`src/rtl/char_message_sequencer_pkg.sv`:
```
// rtl/char_message_sequencer_pkg.sv - shared char/position constants and refresh FSM states
package led_mux_pkg;

   localparam int CHAR_W = 4;
   localparam int NUM_POS = 4;
   localparam logic [CHAR_W-1:0] BLANK_CHAR = 4'h0;

   typedef enum logic [1:0] {
      IDLE   = 2'd0,
      SETUP  = 2'd1,
      STROBE = 2'd2
   } state_e;

endpackage

```
`src/rtl/char_message_sequencer_if.sv`:
```
// rtl/char_message_sequencer_if.sv - switch inputs and display-stage write bus of the sequencer
interface char_message_sequencer_if;
   import led_mux_pkg::*;

   logic [CHAR_W-1:0] push_data;
   logic              push_raw;
   logic              clear_raw;
   logic              scroll_en;
   logic [CHAR_W-1:0] data;
   logic [1:0]        char_position;
   logic              load;
   logic              busy;
   logic              msg_full;
   logic              msg_empty;

   modport master (
      input  push_data, push_raw, clear_raw, scroll_en,
      output data, char_position, load, busy, msg_full, msg_empty
   );

   modport slave (
      output push_data, push_raw, clear_raw, scroll_en,
      input  data, char_position, load, busy, msg_full, msg_empty
   );

endinterface

```
`src/rtl/input_edge_sync.sv`:
```
// rtl/input_edge_sync.sv - 2-FF synchronizer with a one-cycle rising-edge pulse
module input_edge_sync (
   input  logic clk,
   input  logic reset,
   input  logic raw_i,
   output logic pulse_o
);

   logic meta_q;
   logic sync_q;
   logic prev_q;

   always_ff @(posedge clk or posedge reset) begin
      if (reset) begin
         meta_q <= 1'b0;
         sync_q <= 1'b0;
         prev_q <= 1'b0;
      end else begin
         meta_q <= raw_i;
         sync_q <= meta_q;
         prev_q <= sync_q;
      end
   end

   assign pulse_o = sync_q & ~prev_q;

endmodule

```
`src/rtl/char_message_sequencer.sv`:
```
// rtl/char_message_sequencer.sv - message buffer that writes a scrolling 4-char window to the display stage
module char_message_sequencer
   import led_mux_pkg::*;
#(
   parameter logic [23:0] TICK_COUNT = 24'd10_000_000,
   parameter int          MSG_DEPTH  = 16
) (
   input logic                      clk,
   input logic                      reset,
   char_message_sequencer_if.master seq
);

   localparam int PTR_W = $clog2(MSG_DEPTH);
   localparam int LEN_W = PTR_W + 1;

   logic              push_pulse;
   logic              clear_pulse;

   logic [CHAR_W-1:0] msg_q [MSG_DEPTH];
   logic              msg_we;
   logic [PTR_W-1:0]  wr_ptr_q, wr_ptr_d;
   logic [PTR_W-1:0]  start_q, start_d;
   logic [PTR_W-1:0]  offset_q, offset_d;
   logic [LEN_W-1:0]  length_q, length_d;
   logic [23:0]       tick_q, tick_d;
   logic              pending_q, pending_d;

   state_e            state_q, state_d;
   logic [1:0]        pos_q, pos_d;
   logic [CHAR_W-1:0] data_q, data_d;
   logic [1:0]        char_pos_q, char_pos_d;
   logic              load_q, load_d;
   logic              busy_q, busy_d;

   logic [LEN_W-1:0]  win_sum;
   logic [PTR_W-1:0]  win_idx;
   logic [CHAR_W-1:0] win_char;

   input_edge_sync u_push_sync (
      .clk     (clk),
      .reset   (reset),
      .raw_i   (seq.push_raw),
      .pulse_o (push_pulse)
   );

   input_edge_sync u_clear_sync (
      .clk     (clk),
      .reset   (reset),
      .raw_i   (seq.clear_raw),
      .pulse_o (clear_pulse)
   );

   // wr_ptr is zeroed on clear too, so it always equals start+length.
   always_comb begin
      wr_ptr_d  = wr_ptr_q;
      start_d   = start_q;
      offset_d  = offset_q;
      length_d  = length_q;
      tick_d    = '0;
      pending_d = pending_q;
      msg_we    = 1'b0;

      if (state_q == IDLE && pending_q)
         pending_d = 1'b0;

      if (seq.scroll_en && length_q > LEN_W'(NUM_POS)) begin
         if (tick_q == TICK_COUNT - 24'd1) begin
            tick_d    = '0;
            pending_d = 1'b1;
            if (LEN_W'(offset_q) + LEN_W'(1) >= length_q)
               offset_d = '0;
            else
               offset_d = offset_q + PTR_W'(1);
         end else begin
            tick_d = tick_q + 24'd1;
         end
      end

      if (clear_pulse) begin
         wr_ptr_d  = '0;
         start_d   = '0;
         offset_d  = '0;
         length_d  = '0;
         pending_d = 1'b1;
      end else if (push_pulse) begin
         msg_we    = 1'b1;
         wr_ptr_d  = wr_ptr_q + PTR_W'(1);
         pending_d = 1'b1;
         if (length_q == LEN_W'(MSG_DEPTH))
            start_d = start_q + PTR_W'(1);
         else
            length_d = length_q + LEN_W'(1);
      end
   end

   always_comb begin
      state_d = state_q;
      pos_d   = pos_q;
      case (state_q)
         IDLE: begin
            if (pending_q) begin
               state_d = SETUP;
               pos_d   = 2'd0;
            end
         end
         SETUP:  state_d = STROBE;
         STROBE: begin
            if (pos_q == 2'd3) begin
               state_d = IDLE;
            end else begin
               state_d = SETUP;
               pos_d   = pos_q + 2'd1;
            end
         end
         default: state_d = IDLE;
      endcase
   end

   // offset < length, so one conditional subtract reduces (offset+pos) mod length.
   always_comb begin
      win_sum = LEN_W'(offset_q) + LEN_W'(pos_d);
      if (win_sum >= length_q)
         win_sum = win_sum - length_q;
      win_idx  = start_q + win_sum[PTR_W-1:0];
      win_char = (LEN_W'(pos_d) < length_q) ? msg_q[win_idx] : BLANK_CHAR;
   end

   always_comb begin
      data_d     = data_q;
      char_pos_d = char_pos_q;
      if (state_d == SETUP) begin
         data_d     = win_char;
         char_pos_d = pos_d;
      end
      load_d = (state_d == STROBE);
      busy_d = (state_d != IDLE);
   end

   always_ff @(posedge clk or posedge reset) begin
      if (reset) begin
         wr_ptr_q   <= '0;
         start_q    <= '0;
         offset_q   <= '0;
         length_q   <= '0;
         tick_q     <= '0;
         pending_q  <= 1'b1;
         state_q    <= IDLE;
         pos_q      <= 2'd0;
         data_q     <= '0;
         char_pos_q <= 2'd0;
         load_q     <= 1'b0;
         busy_q     <= 1'b0;
      end else begin
         wr_ptr_q   <= wr_ptr_d;
         start_q    <= start_d;
         offset_q   <= offset_d;
         length_q   <= length_d;
         tick_q     <= tick_d;
         pending_q  <= pending_d;
         state_q    <= state_d;
         pos_q      <= pos_d;
         data_q     <= data_d;
         char_pos_q <= char_pos_d;
         load_q     <= load_d;
         busy_q     <= busy_d;
      end
   end

   always_ff @(posedge clk) begin
      if (msg_we)
         msg_q[wr_ptr_q] <= seq.push_data;
   end

   assign seq.data          = data_q;
   assign seq.char_position = char_pos_q;
   assign seq.load          = load_q;
   assign seq.busy          = busy_q;
   assign seq.msg_full      = (length_q == LEN_W'(MSG_DEPTH));
   assign seq.msg_empty     = (length_q == '0);

endmodule

```
`src/flat_wrapper.sv`:
```
// flat-port wrapper written by rule: the top's interface ports become plain ports
module char_message_sequencer_flat import led_mux_pkg::*;
#(
   parameter logic [23:0] TICK_COUNT = 24'd10_000_000,
   parameter int          MSG_DEPTH  = 16
)
  (clk, reset, seq_push_data, seq_push_raw, seq_clear_raw, seq_scroll_en, seq_data, seq_char_position, seq_load, seq_busy, seq_msg_full, seq_msg_empty);
  char_message_sequencer_if seq_i ();
  input logic clk;
  input logic reset;
  input wire logic [$bits(seq_i.push_data)-1:0] seq_push_data;
  input wire logic [$bits(seq_i.push_raw)-1:0] seq_push_raw;
  input wire logic [$bits(seq_i.clear_raw)-1:0] seq_clear_raw;
  input wire logic [$bits(seq_i.scroll_en)-1:0] seq_scroll_en;
  output wire logic [$bits(seq_i.data)-1:0] seq_data;
  output wire logic [$bits(seq_i.char_position)-1:0] seq_char_position;
  output wire logic [$bits(seq_i.load)-1:0] seq_load;
  output wire logic [$bits(seq_i.busy)-1:0] seq_busy;
  output wire logic [$bits(seq_i.msg_full)-1:0] seq_msg_full;
  output wire logic [$bits(seq_i.msg_empty)-1:0] seq_msg_empty;
  assign seq_i.push_data = seq_push_data;
  assign seq_i.push_raw = seq_push_raw;
  assign seq_i.clear_raw = seq_clear_raw;
  assign seq_i.scroll_en = seq_scroll_en;
  assign seq_data = seq_i.data;
  assign seq_char_position = seq_i.char_position;
  assign seq_load = seq_i.load;
  assign seq_busy = seq_i.busy;
  assign seq_msg_full = seq_i.msg_full;
  assign seq_msg_empty = seq_i.msg_empty;
  char_message_sequencer #(.TICK_COUNT(TICK_COUNT), .MSG_DEPTH(MSG_DEPTH)) u_core (.clk(clk), .reset(reset), .seq(seq_i));
endmodule
```
`config.mk`:
```
export PLATFORM = sky130hd
export DESIGN_NAME = char_message_sequencer_flat
export DESIGN_NICKNAME = d
export VERILOG_FILES = /design/src/rtl/char_message_sequencer_pkg.sv /design/src/rtl/char_message_sequencer_if.sv /design/src/rtl/input_edge_sync.sv /design/src/rtl/char_message_sequencer.sv /design/src/flat_wrapper.sv
export SDC_FILE = /design/constraint.sdc
export NUM_CORES = 1
export LEC_CHECK = 0
export CAP_MARGIN = 20
export CORE_AREA = 2 2 125 127
export CTS_CLUSTER_DIAMETER = 80
export CTS_CLUSTER_SIZE = 25
export DETAILED_ROUTE_END_ITERATION = 12
export DIE_AREA = 0 0 127 129
export SLEW_MARGIN = 10
export SYNTH_ARGS = -nofsm -noshare
export SYNTH_HDL_FRONTEND = slang
export SYNTH_SLANG_ARGS = --single-unit
```
`constraint.sdc`:
```
create_clock -name clk -period 11.9 [get_ports clk]
set_input_delay 1.785 -clock clk [delete_from_list [all_inputs] [get_ports clk]]
set_output_delay 1.785 -clock clk [all_outputs]
set_load 0.005 [all_outputs]
```
### After elaboration in Yosys (flattened, before gate mapping)

Memory sizes are Yosys's and may differ from the RTL's.
Index checks and enable logic that the tools add are counted.

| cells by class | value |
|---|---|
| equality and inequality tests | 8 |
| $lt $le $gt $ge | 4 |
| shift-type cells | 0 |
| add/sub/neg operators | 10 |
| $mul | 0 |
| div/mod/pow operators | 0 |
| mux-type cells | 31 |
| reduce and logical (&&, ||, !) cells | 12 |
| bitwise operators | 4 |

Operator list:

| cell | count |
|---|---|
| $mux W24 | 2 |
| $mux W4 | 11 |
| $add A24 B1 Y24 const B | 1 |
| $eq A24 B24 Y1 const B | 1 |
| $mux W5 | 3 |
| $add A4 B1 Y4 const B | 3 |
| $ge A5 B5 Y1 | 2 |
| $mux W1 | 10 |
| $reduce_bool A2 Y1 | 5 |
| $eq A2 B2 Y1 const B | 3 |
| $mux W2 | 3 |
| $pmux W2 S3 | 1 |
| $reduce_and A2 Y1 | 3 |
| $add A4 B1 Y5 const B | 1 |
| $add A4 B2 Y5 | 1 |
| $add A5 B1 Y5 const B | 1 |
| $eq A5 B5 Y1 const B | 1 |
| $gt A5 B3 Y1 const B | 1 |
| $logic_not A5 Y1 | 1 |
| $lt A2 B5 Y1 | 1 |
| $add A4 B4 Y4 | 1 |
| $eq A2 B1 Y1 const B | 2 |
| $pmux W2 S2 | 1 |
| $sub A4 B4 Y4 | 1 |
| other kinds (6) | 9 |

| word-level totals | value |
|---|---|
| input bits | 9 |
| bits in read-only memories | 0 |
| register bits after elaboration | 60 |
| word-level logic and storage cells | 88 |
| memory bits (writable) | 64 |
| memories kept | 1 |
| latch bits | 0 |
| output and inout port bits | 10 |

Memories:

| memory | words | width | read ports | clocked after Yosys merged registers in | wr ports | line | RTL |
|---|---|---|---|---|---|---|---|
| u_core.msg_q | 16 | 4 | 1 | 0 | 1 | char_message_sequencer.sv:19 | `logic [CHAR_W-1:0] msg_q [MSG_DEPTH];` |

### Longest topological paths before layout

Gate-level depths: netlist of run 1.
An unclocked memory read counts as a cell.

| logic depth | value |
|---|---|
| depth in word-level cells | 9 |
| mapped depth | 22 |
| gate-level depth less buffers | 20 |

### Cells and area by module

A second synthesis of run 1 with hierarchy kept.

| second synthesis, totals | value |
|---|---|
| cell total of the unflattened synthesis | 483 |
| area total of the unflattened synthesis | 6018.3 um2 |

Modules (own cells, without submodules):

| module | instances | seq. area each (um2) | area an instance (um2) | cells each |
|---|---|---|---|---|
| char_message_sequencer | 1 | 3249.4 | 5833.1 | 473 |
| input_edge_sync | 2 | 75.1 | 92.6 | 5 |

### Worst setup path after synthesis of run 1

OpenSTA, ideal clock, no wires.

| timing | value |
|---|---|
| kind | flip-flop to flip-flop |
| start point | register, netlist name u_core.seq.load |
| end point | register u_core.data_q[0], in the netlist u_core.seq.data[0] |
| cell stages (with the launch flop) | 23 |
| setup slack | 7.184 ns |
| clock period less this slack | 4.716 ns |
| data required time | 11.775 ns |
| buffers on the path | 2 |
| setup time | 0.125 ns |
| arrival | 4.591 ns |
| path through | dfrtp_1 > o21bai_1 > nand2_1 > nand2_1 > ha_1 > inv_1 > fa_1 > xnor2_1 > ha_1 > a21o_1 > a31oi_1 > o21ai_0 > nor2_1 > a21oi_1 > ha_1 > inv_1 > fa_1 > buf_1 > buf_2 > mux4_2 > mux2_2 > nor3_1 > o31ai_1 |

RTL lines:

| what | line | RTL |
|---|---|---|
| end signal, assigned | char_message_sequencer.sv:162 | `data_q <= data_d;` |
| end, declared | char_message_sequencer.sv:30 | `logic [CHAR_W-1:0] data_q, data_d;` |

==> key figures, run 1 <==
Run status
  – Outcome: finished clean

Route
  – 1st-iter DRT viols: 225
  – Via/cell ratio: between 5 and 6
  – Via Count: 3617
  – Routed wire length: 11400 um
  – WL/cell: 16.3 um
  – Residual DRC: 0
  – Final ANT Viol Nets: 0
  – Drt first pass iters: 5

Final layout
  – Finished Layout Cells: 697
  – Fin util: 46.2%
  – N_diodes: 0
  – Layout cells sized above 1: about an eighth
  – Area grow syn2layout: 17.1%
  – Nets: 533

Floorplanning
  – Die area: 0.0164 mm^2
  – I/O pin count: 19
  – Core box area: 0.0150 mm^2
  – Die Width: 127 um
  – Die H: 129 um
  – Initial core utilization: 39.4%
  – Rows: between 40 and 50

GRT
  – Largest net degree at the start of global routing: 60
  – Met3 track utilization from global routing: 4.28%
  – First-pass GRT wire length: 19400 um
  – Total grt overflow: 0
  – Vias in the first global route: 3785
  – Total track usage: 15.4%
  – Initial antenna violation count: 0
  – Global routing usage on met1: between 20% and 30%
  – GRT busiest layer: met2
  – Grt met2 use: 24.5%

Yosys
  – Adder-cell share of the synthesized area: 6.31%
  – Synthesized area per cell: 12.6 um^2
  – Main synth FF type: edfxtp_1
  – Ys Warns: 0
  – Share of flip-flops with an asynchronous set or reset: 48.0%
  – Seq cells post-synth: roughly 120
  – Synth unique cells: 50
  – Largest family of logic cells by synthesized area: simple AND/OR/NAND/NOR gates
  – Synthesized net count: ~510
  – Number of flops mapped to enable cells by yosys: 64
  – Post-synthesis mux area share: around 7.7%
  – XOR/XNOR Fraction of Synth Area: 5.63%
  – Simple-Gate Fraction of Synth Area: 14.3%
  – Compound-Gate Fraction of Synth Area: 5.59%
  – Mapped Cells: between 400 and 500
  – Mapped Area: 0.00591 mm^2
  – Register area share after synthesis: about 58%

Clocking
  – Root buf cell: clkbuf_16
  – CTS buffer count: 17
  – Worst-Skew Late Latency: about 0.42 ns
  – CTS tree: yes
  – Clock transition at the registers of the reported paths: approximately 0.06 ns
  – CTS H-tree lvls: 4
  – Hold_buf cts: 0
  – Deepest clock path buffer count: 2
  – CTS Sinks: 123
  – Postcts setup bufs: 0
  – Post-CTS sizing: 0

Pwr
  – Clk network pwr share: 36.3%
  – Seq pwr share: between 30% and 40%
  – NetSw: 0.000448 W
  – Combinational cell fraction of total power: 32.0%
  – Power density over cell area: 225 mW/mm^2
  – Sw frac: roughly 29%
  – Cell leakage power: between 2 and 3 nW
  – Power Internal: between 0.001 and 0.0015 W
  – Worst vdd ir: 0.103 mV

Worst setup path
  – FF-to-FF path depth: 20
  – Worst EP arrival: 5.65 ns
  – CP Capture Type: register
  – Critical path's most frequent cell: ha_1
  – Req. time, crit path: 12.20 ns
  – Worst-path cell chain: o21bai_1, nand2_1, nand2_1, ha_1, inv_1, fa_1, xnor2_1, ha_1, a21o_1, a31oi_1, o21ai_0, nor2_1, a21oi_1, ha_1, inv_1, fa_1, mux4_2, mux2_2, nor3_1, o31ai_1
  – Worst r2r dst: u_core.seq.data[0]
  – CP bufs+invs: 2
  – Crit path max fanout: 16
  – CP startpoint: u_core.seq.load
  – Crit path max-delay family: adder cells
  – Setup Crit Path Kind: reg2reg
  – R2R Setup Slk: 6.55 ns
  – RR Startpoint: u_core.seq.load
  – CP peak stage delay: 0.98 ns
  – Slowest cell on the critical path: fa_1
  – CP Launch Type: register

Min path
  – Hold Crit Start: u_core.u_push_sync.meta_q
  – Hold endpoint: u_core.u_push_sync.sync_q
  – WHS Path Cells: 0
  – Worst hold path class: reg2reg

Timing
  – Final hold violations: 0
  – Worst Max-Slew Pin Slew: roughly 1.0 ns
  – Setup ws final: 6.55 ns
  – Max Fclk: 187 MHz
  – Total Neg Setup Slack: 0 ns
  – RSZ-0062 raised after global routing: false
  – Fin. max-slew vios: 0
  – Skew final: just over 0.006 ns
  – Minimum clock period: 5.35 ns
  – Final period util: 45.0%
  – Hold slack: 0.352 ns
  – Slew margin rel.: 32.4%
  – Setup violators final: 0

Placement
  – Placer congestion estimate: 0.745
  – Placed insts: ~660
  – Dpl ws: about 6.6 ns
  – # port buffers: 18
  – Detailed Place HPWL: 7840 um

Job
  – Max Cap Violations: 0
how the worst max path moves through the flow:
| stage | end | slack [ns] | cells past startpoint |
|---|---|---|---|
| 3_5_place_dp | u_core.seq.data[0] | 6.60 | 20 |
| 2_1_floorplan | u_core.seq.data[0] | 7.18 | 22 |
| 4_1_cts | u_core.seq.data[0] | 6.60 | 20 |
| 3_3_place_gp | u_core.seq.data[3] | 6.80 | 20 |
| 6_report | u_core.seq.data[0] | 6.55 | 20 |
| 5_1_grt | u_core.seq.data[2] | 6.08 | 20 |
worst register-to-register path, stage by stage (launching register included):
cell and delay [ns]:
dfrtp_1 0.45, o21bai_1 0.24, nand2_1 0.11, nand2_1 0.11
ha_1 0.19, inv_1 0.06, fa_1 0.39, xnor2_1 0.16
ha_1 0.38, a21o_1 0.14, a31oi_1 0.05, o21ai_0 0.53
nor2_1 0.10, a21oi_1 0.15, ha_1 0.19, inv_1 0.06
fa_1 0.99, mux4_2 0.41, mux2_2 0.27, nor3_1 0.18
o31ai_1 0.10
power by group through the flow:
stage	clock network, W	logic, W	registers, W
final	0.000565	0.000497	0.000493
after floorplan	0	0.000391	0.000497
after CTS	0.000573	0.000488	0.000492
after global routing	0.000593	0.000549	0.000496
after global placement	0	0.000478	0.000499
after detailed placement	0	0.000485	0.000501
cell usage in the layout (no fill, tap or decap), types with 7 or more instances in the layout:
cell type and n:
xor2_1 27, nor2b_1 7, nand2_1 34, clkbuf_16 17, o21ai_0 8, nand3_1 16
ha_1 25, clkdlybuf4s50_1 18, nor2_1 52, edfxtp_1 64, and3_1 10, mux4_2 16
and2_1 12, a21oi_1 14, nor3_1 8, xnor2_1 11, inv_1 22, dfrtp_1 58
nand4_1 8
final cells by class:
class | count | area (um^2)
timing repair buffer | 21 | 210
fill | 1322 | 8060
tap | 188 | 235
inverter | 24 | 91.3
clock buffer | 17 | 425
sequential | 123 | 3400
clock inverter | 15 | 221
multi-input combinational | 309 | 2330
cell families after synthesis:
| kind of cell | count (synthesis) |
|---|---|
| flops | 123 |
| compound gates | 50 |
| mux | 25 |
| simple gates | 168 |
| xor+xnor | 38 |
| fa+ha+maj | 28 |
| buf+inv | 38 |
synthesized netlist by cell type, drive strengths merged, types with 2 or more instances:
| cell | n | area share, % |
|---|---|---|
| nand3 | 17 | 1.5 |
| xor2 | 27 | 4.0 |
| nor4 | 2 | 0.21 |
| and4 | 5 | 0.78 |
| nor3 | 8 | 0.68 |
| inv | 23 | 1.5 |
| a21o | 6 | 0.76 |
| mux2i | 5 | 0.85 |
| nor4b | 2 | 0.30 |
| nand2 | 34 | 2.2 |
| nand2b | 6 | 0.64 |
| fa | 3 | 1.0 |
| o21ai | 9 | 0.76 |
| mux4 | 16 | 6.1 |
| edfxtp | 64 | 33 |
| nor2b | 7 | 0.74 |
| nand4 | 8 | 0.85 |
| a21oi | 15 | 1.3 |
| o31ai | 5 | 0.64 |
| and3 | 10 | 1.1 |
| xnor2 | 11 | 1.6 |
| mux2 | 4 | 0.76 |
| a31oi | 2 | 0.21 |
| o21a | 6 | 0.76 |
| buf | 11 | 1.2 |
| clkbuf | 3 | 0.19 |
| and2 | 12 | 1.3 |
| nor2 | 52 | 3.3 |
| dfrtp | 58 | 25 |
| ha | 25 | 5.3 |
| o211ai | 2 | 0.25 |
metal layers:
layer	wire length [um]	part of all wire (%)
met1	5430	48
met2	5340	47
met3	405	3.6
met4	194	1.7
met5	0	0
flip-flops by register name, summed over array words and instances, names as in the netlist, 2 cells and up:
signal,cells
u_core.wr_ptr_q,4
u_core.seq.char_position,2
u_core.seq.data,4
u_core.length_q,5
u_core.offset_q,4
u_core.start_q,4
u_core.pos_q,2
u_core.msg_q,64
u_core.tick_q,24
per-stage QoR:
| stage | instance area (um^2) | total power [W] |
|---|---|---|
| after CTS | 6900 | 0.00155 |
| after detailed placement | 6250 | 0.000986 |
| final | 6920 | 0.00155 |
| after global routing | 6920 | 0.00164 |
| after floorplan | 5910 | 0.000888 |
| after global placement | 6250 | 0.000977 |
Power figures use the tool's default switching activity.
==> run 2: changes to the inputs <==
Clock period 11.9 ns to 5.1 ns, I/O delays scaled along.
==> run 2 against run 1 <==
- global-route usage decreased by 0.49 points
- total power increased by 120%
- non-clock buffer count increased by 2
- largest cell class unchanged
- critical endpoint is now u_core.seq.data[2]
- sequential share of layout area increased by 0.60 points
==> key figures, run 2 (synthesized netlist as in run 1, its figures left out) <==
Run status
  – Outcome: finished clean

Final layout
  – Leading cell type in the layout, fill and taps excluded: edfxtp_1
  – Register with the most flip-flops: u_core.msg_q
  – Layout cells sized above 1: 12.5% (-0.25 points)
  – Top Registers: u_core.msg_q x64, u_core.tick_q x24, u_core.length_q x5
  – Area grow syn2layout: 15.7%
  – Nets: 535 (+0.38%)
  – N_diodes: 0 (unchanged)
  – Max FFs per register: 64 (unchanged)
  – Finished Layout Cells: 699 (+0.29%)
  – Most frequent cells in the layout: edfxtp_1 (64), dfrtp_1 (58), nor2_1 (52)

Clocking
  – Deepest clock path buffer count: 2 (unchanged)
  – Root buf cell: clkbuf_16
  – CTS tree: yes
  – Postcts setup bufs: 0 (unchanged)
  – Worst-Skew Late Latency: 0.41 ns (about the same)
  – CTS H-tree lvls: 4 (unchanged)
  – Clock transition at the registers of the reported paths: 0.06 ns (about the same)
  – CTS buffer count: 17 (unchanged)
  – CTS Sinks: 123 (unchanged)

Placement
  – Placed insts: 667 (+0.45%)
  – Placer congestion estimate: 0.835 (+12%)
  – Detailed Place HPWL: 7950 um (+1.4%)
  – # port buffers: 18 (unchanged)

Pwr
  – Combinational cell fraction of total power: 34.0% (+2.0 points)
  – Power Internal: 0.00239 W (+120%)
  – Clk network pwr share: 32.2% (-4.1 points)
  – Seq pwr share: 33.8% (+2.1 points)
  – Power density over cell area: 498 mW/mm^2 (+120%)
  – Cell leakage power: 2.70 nW (-1.8%)
  – NetSw: 0.00101 W (+130%)
  – Sw frac: 29.7% (+0.83 points)
  – Worst vdd ir: 0.278 mV (+170%)

Floorplanning
  – Core box area: 0.0150 mm^2 (unchanged)
  – I/O pin count: 19 (unchanged)
  – Die H: 129 um (unchanged)
  – Die Width: 127 um (unchanged)
  – Rows: 45 (unchanged)
  – Initial core utilization: 39.4% (unchanged)
  – Die area: 0.0164 mm^2 (unchanged)

GRT
  – Largest net degree at the start of global routing: 31 (-48%)
  – Initial antenna violation count: 0 (unchanged)
  – Vias in the first global route: 3678 (-2.8%)
  – First-pass GRT wire length: 18800 um (-3.0%)
  – Total track usage: 14.9% (-0.49 points)
  – Total grt overflow: 0 (unchanged)

Timing
  – Setup violators final: 0 (unchanged)
  – Skew final: 0.00774 ns (+0.00152 ns)
  – RSZ-0062 raised after global routing: false
  – Slew margin rel.: 48.2% (+16 points)
  – Fin. max-slew vios: 0 (unchanged)
  – Final period util: 91.7% (+47 points)
  – Total Neg Setup Slack: 0 ns (unchanged)
  – Minimum clock period: 4.68 ns (-0.679 ns)
  – Final hold violations: 0 (unchanged)
  – Worst Max-Slew Pin Slew: 0.769 ns (-0.241 ns)
  – Max Fclk: 214 MHz (+15%)

Route
  – Routed wire length: 11300 um (-0.77%)
  – Final ANT Viol Nets: 0 (unchanged)
  – Residual DRC: 0 (unchanged)
  – WL/cell: 16.1 um (-1.1%)
  – 1st-iter DRT viols: 169 (-25%)
  – Via/cell ratio: 5.13 (-1.2%)
  – Via Count: 3585 (-0.88%)
  – Drt first pass iters: 4 (-1)

Job
  – Max Cap Violations: 0 (unchanged)

Worst setup path
  – Req. time, crit path: 5.38 ns (-6.82 ns)
  – Critical Path Sink: u_core.seq.data[2]
  – Slowest cell on the critical path: fa_1
  – RR Startpoint: u_core.seq.load
  – CP bufs+invs: 3 (+1)
  – WP depth: 20 (unchanged)
  – CP startpoint: u_core.seq.load
  – R2R Setup Slk: 0.42 ns (-6.12 ns)
  – Critical path's most frequent cell: ha_1
  – Crit path max fanout: 16 (unchanged)
  – FF-to-FF path depth: 20 (unchanged)
  – Worst-path cell chain: o21bai_2, nand2_1, nand2_1, ha_1, inv_1, fa_1, xnor2_1, ha_1, a21o_1, a31oi_1, o21ai_1, a21oi_1, ha_1, inv_1, fa_1, buf_6, mux4_2, mux2_2, nor3_1, o31ai_1
  – Setup Crit Path Kind: reg2reg
  – Worst EP arrival: 4.96 ns (-0.69 ns)
  – Worst r2r dst: u_core.seq.data[2]
  – CP Launch Type: register
  – CP Capture Type: register
  – Crit path max-delay family: adder cells
  – CP peak stage delay: 0.49 ns (-0.49 ns)

Min path
  – Worst hold path class: reg2reg
  – WHS Path Cells: 0 (unchanged)
-- run 2: cell count changes in the layout (fill, tap and decap cells not counted), sizes merged --
| cell | previous run | this run |
|---|---|---|
| buf | 3 | 5 |
| bufinv | 5 | 1 |
| clkbuf | 17 | 21 |
| clkinv | 8 | 7 |
| clkinvlp | 1 | 3 |
| inv | 25 | 24 |
-- run 2: cell type report --
class,count,area [um^2]
inverter,24,91.3
clock buffer,21,450
tap,188,235
timing repair buffer,23,221
sequential,123,3400
clock inverter,11,97.6
fill,1341,8140
multi-input combinational,309,2340
-- run 2: repair_timing --
item                                    CTS  global route
endpoints found under the setup margin    0             4
hold buffers                              0             0
resized for setup                         0             3
-- run 2: metrics by stage --
| step | worst slack [ns] | power [W] | util [%] | cell area, um^2 | hold WS, ns |
|---|---|---|---|---|---|
| 6_report | 0.425 | 0.00340 | 45.6 | 6830 | 0.349 |
| 5_1_grt | 0.0246 | 0.00360 | 45.6 | 6830 | 0.363 |
| 4_1_cts | 0.127 | 0.00344 | 45.6 | 6830 | 0.348 |
| 3_5_place_dp | 0.142 | 0.00233 | 41.9 | 6280 | 0.337 |
| 3_3_place_gp | 0.342 | 0.00231 | 41.9 | 6280 | 0.342 |
| 2_1_floorplan | 0.384 | 0.00207 | - | 5910 | 0.331 |
-- run 2: worst min path at each step --
stage / from / endpoint / slack (ns)
floorplan: u_core.u_clear_sync.meta_q / u_core.u_clear_sync.sync_q / 0.33
global route: u_core.u_push_sync.meta_q / u_core.u_push_sync.sync_q / 0.36
global placement: u_core.u_push_sync.meta_q / u_core.u_push_sync.sync_q / 0.34
detailed placement: u_core.u_push_sync.meta_q / u_core.u_push_sync.sync_q / 0.34
finish: u_core.u_clear_sync.meta_q / u_core.u_clear_sync.sync_q / 0.35
CTS: u_core.u_clear_sync.meta_q / u_core.u_clear_sync.sync_q / 0.35
-- run 2: routing by layer --
layer	routed length (um)	vias to the layer above	share of wire, %	global-route usage (%)
li1	-	1748	-	-
met1	5490	1794	49	19.3
met2	5420	35	48	23.9
met3	272	8	2.4	4.70
met4	91	0	0.81	5.30
met5	0	-	0	0
-- run 2: power groups by stage --
stage	combinational (W)	sequential, W	clock (W)
after floorplan	0.000912	0.00116	0
after global placement	0.00114	0.00117	0
after detailed placement	0.00116	0.00117	0
after CTS	0.00117	0.00115	0.00113
after global routing	0.00127	0.00116	0.00117
final	0.00116	0.00115	0.00110
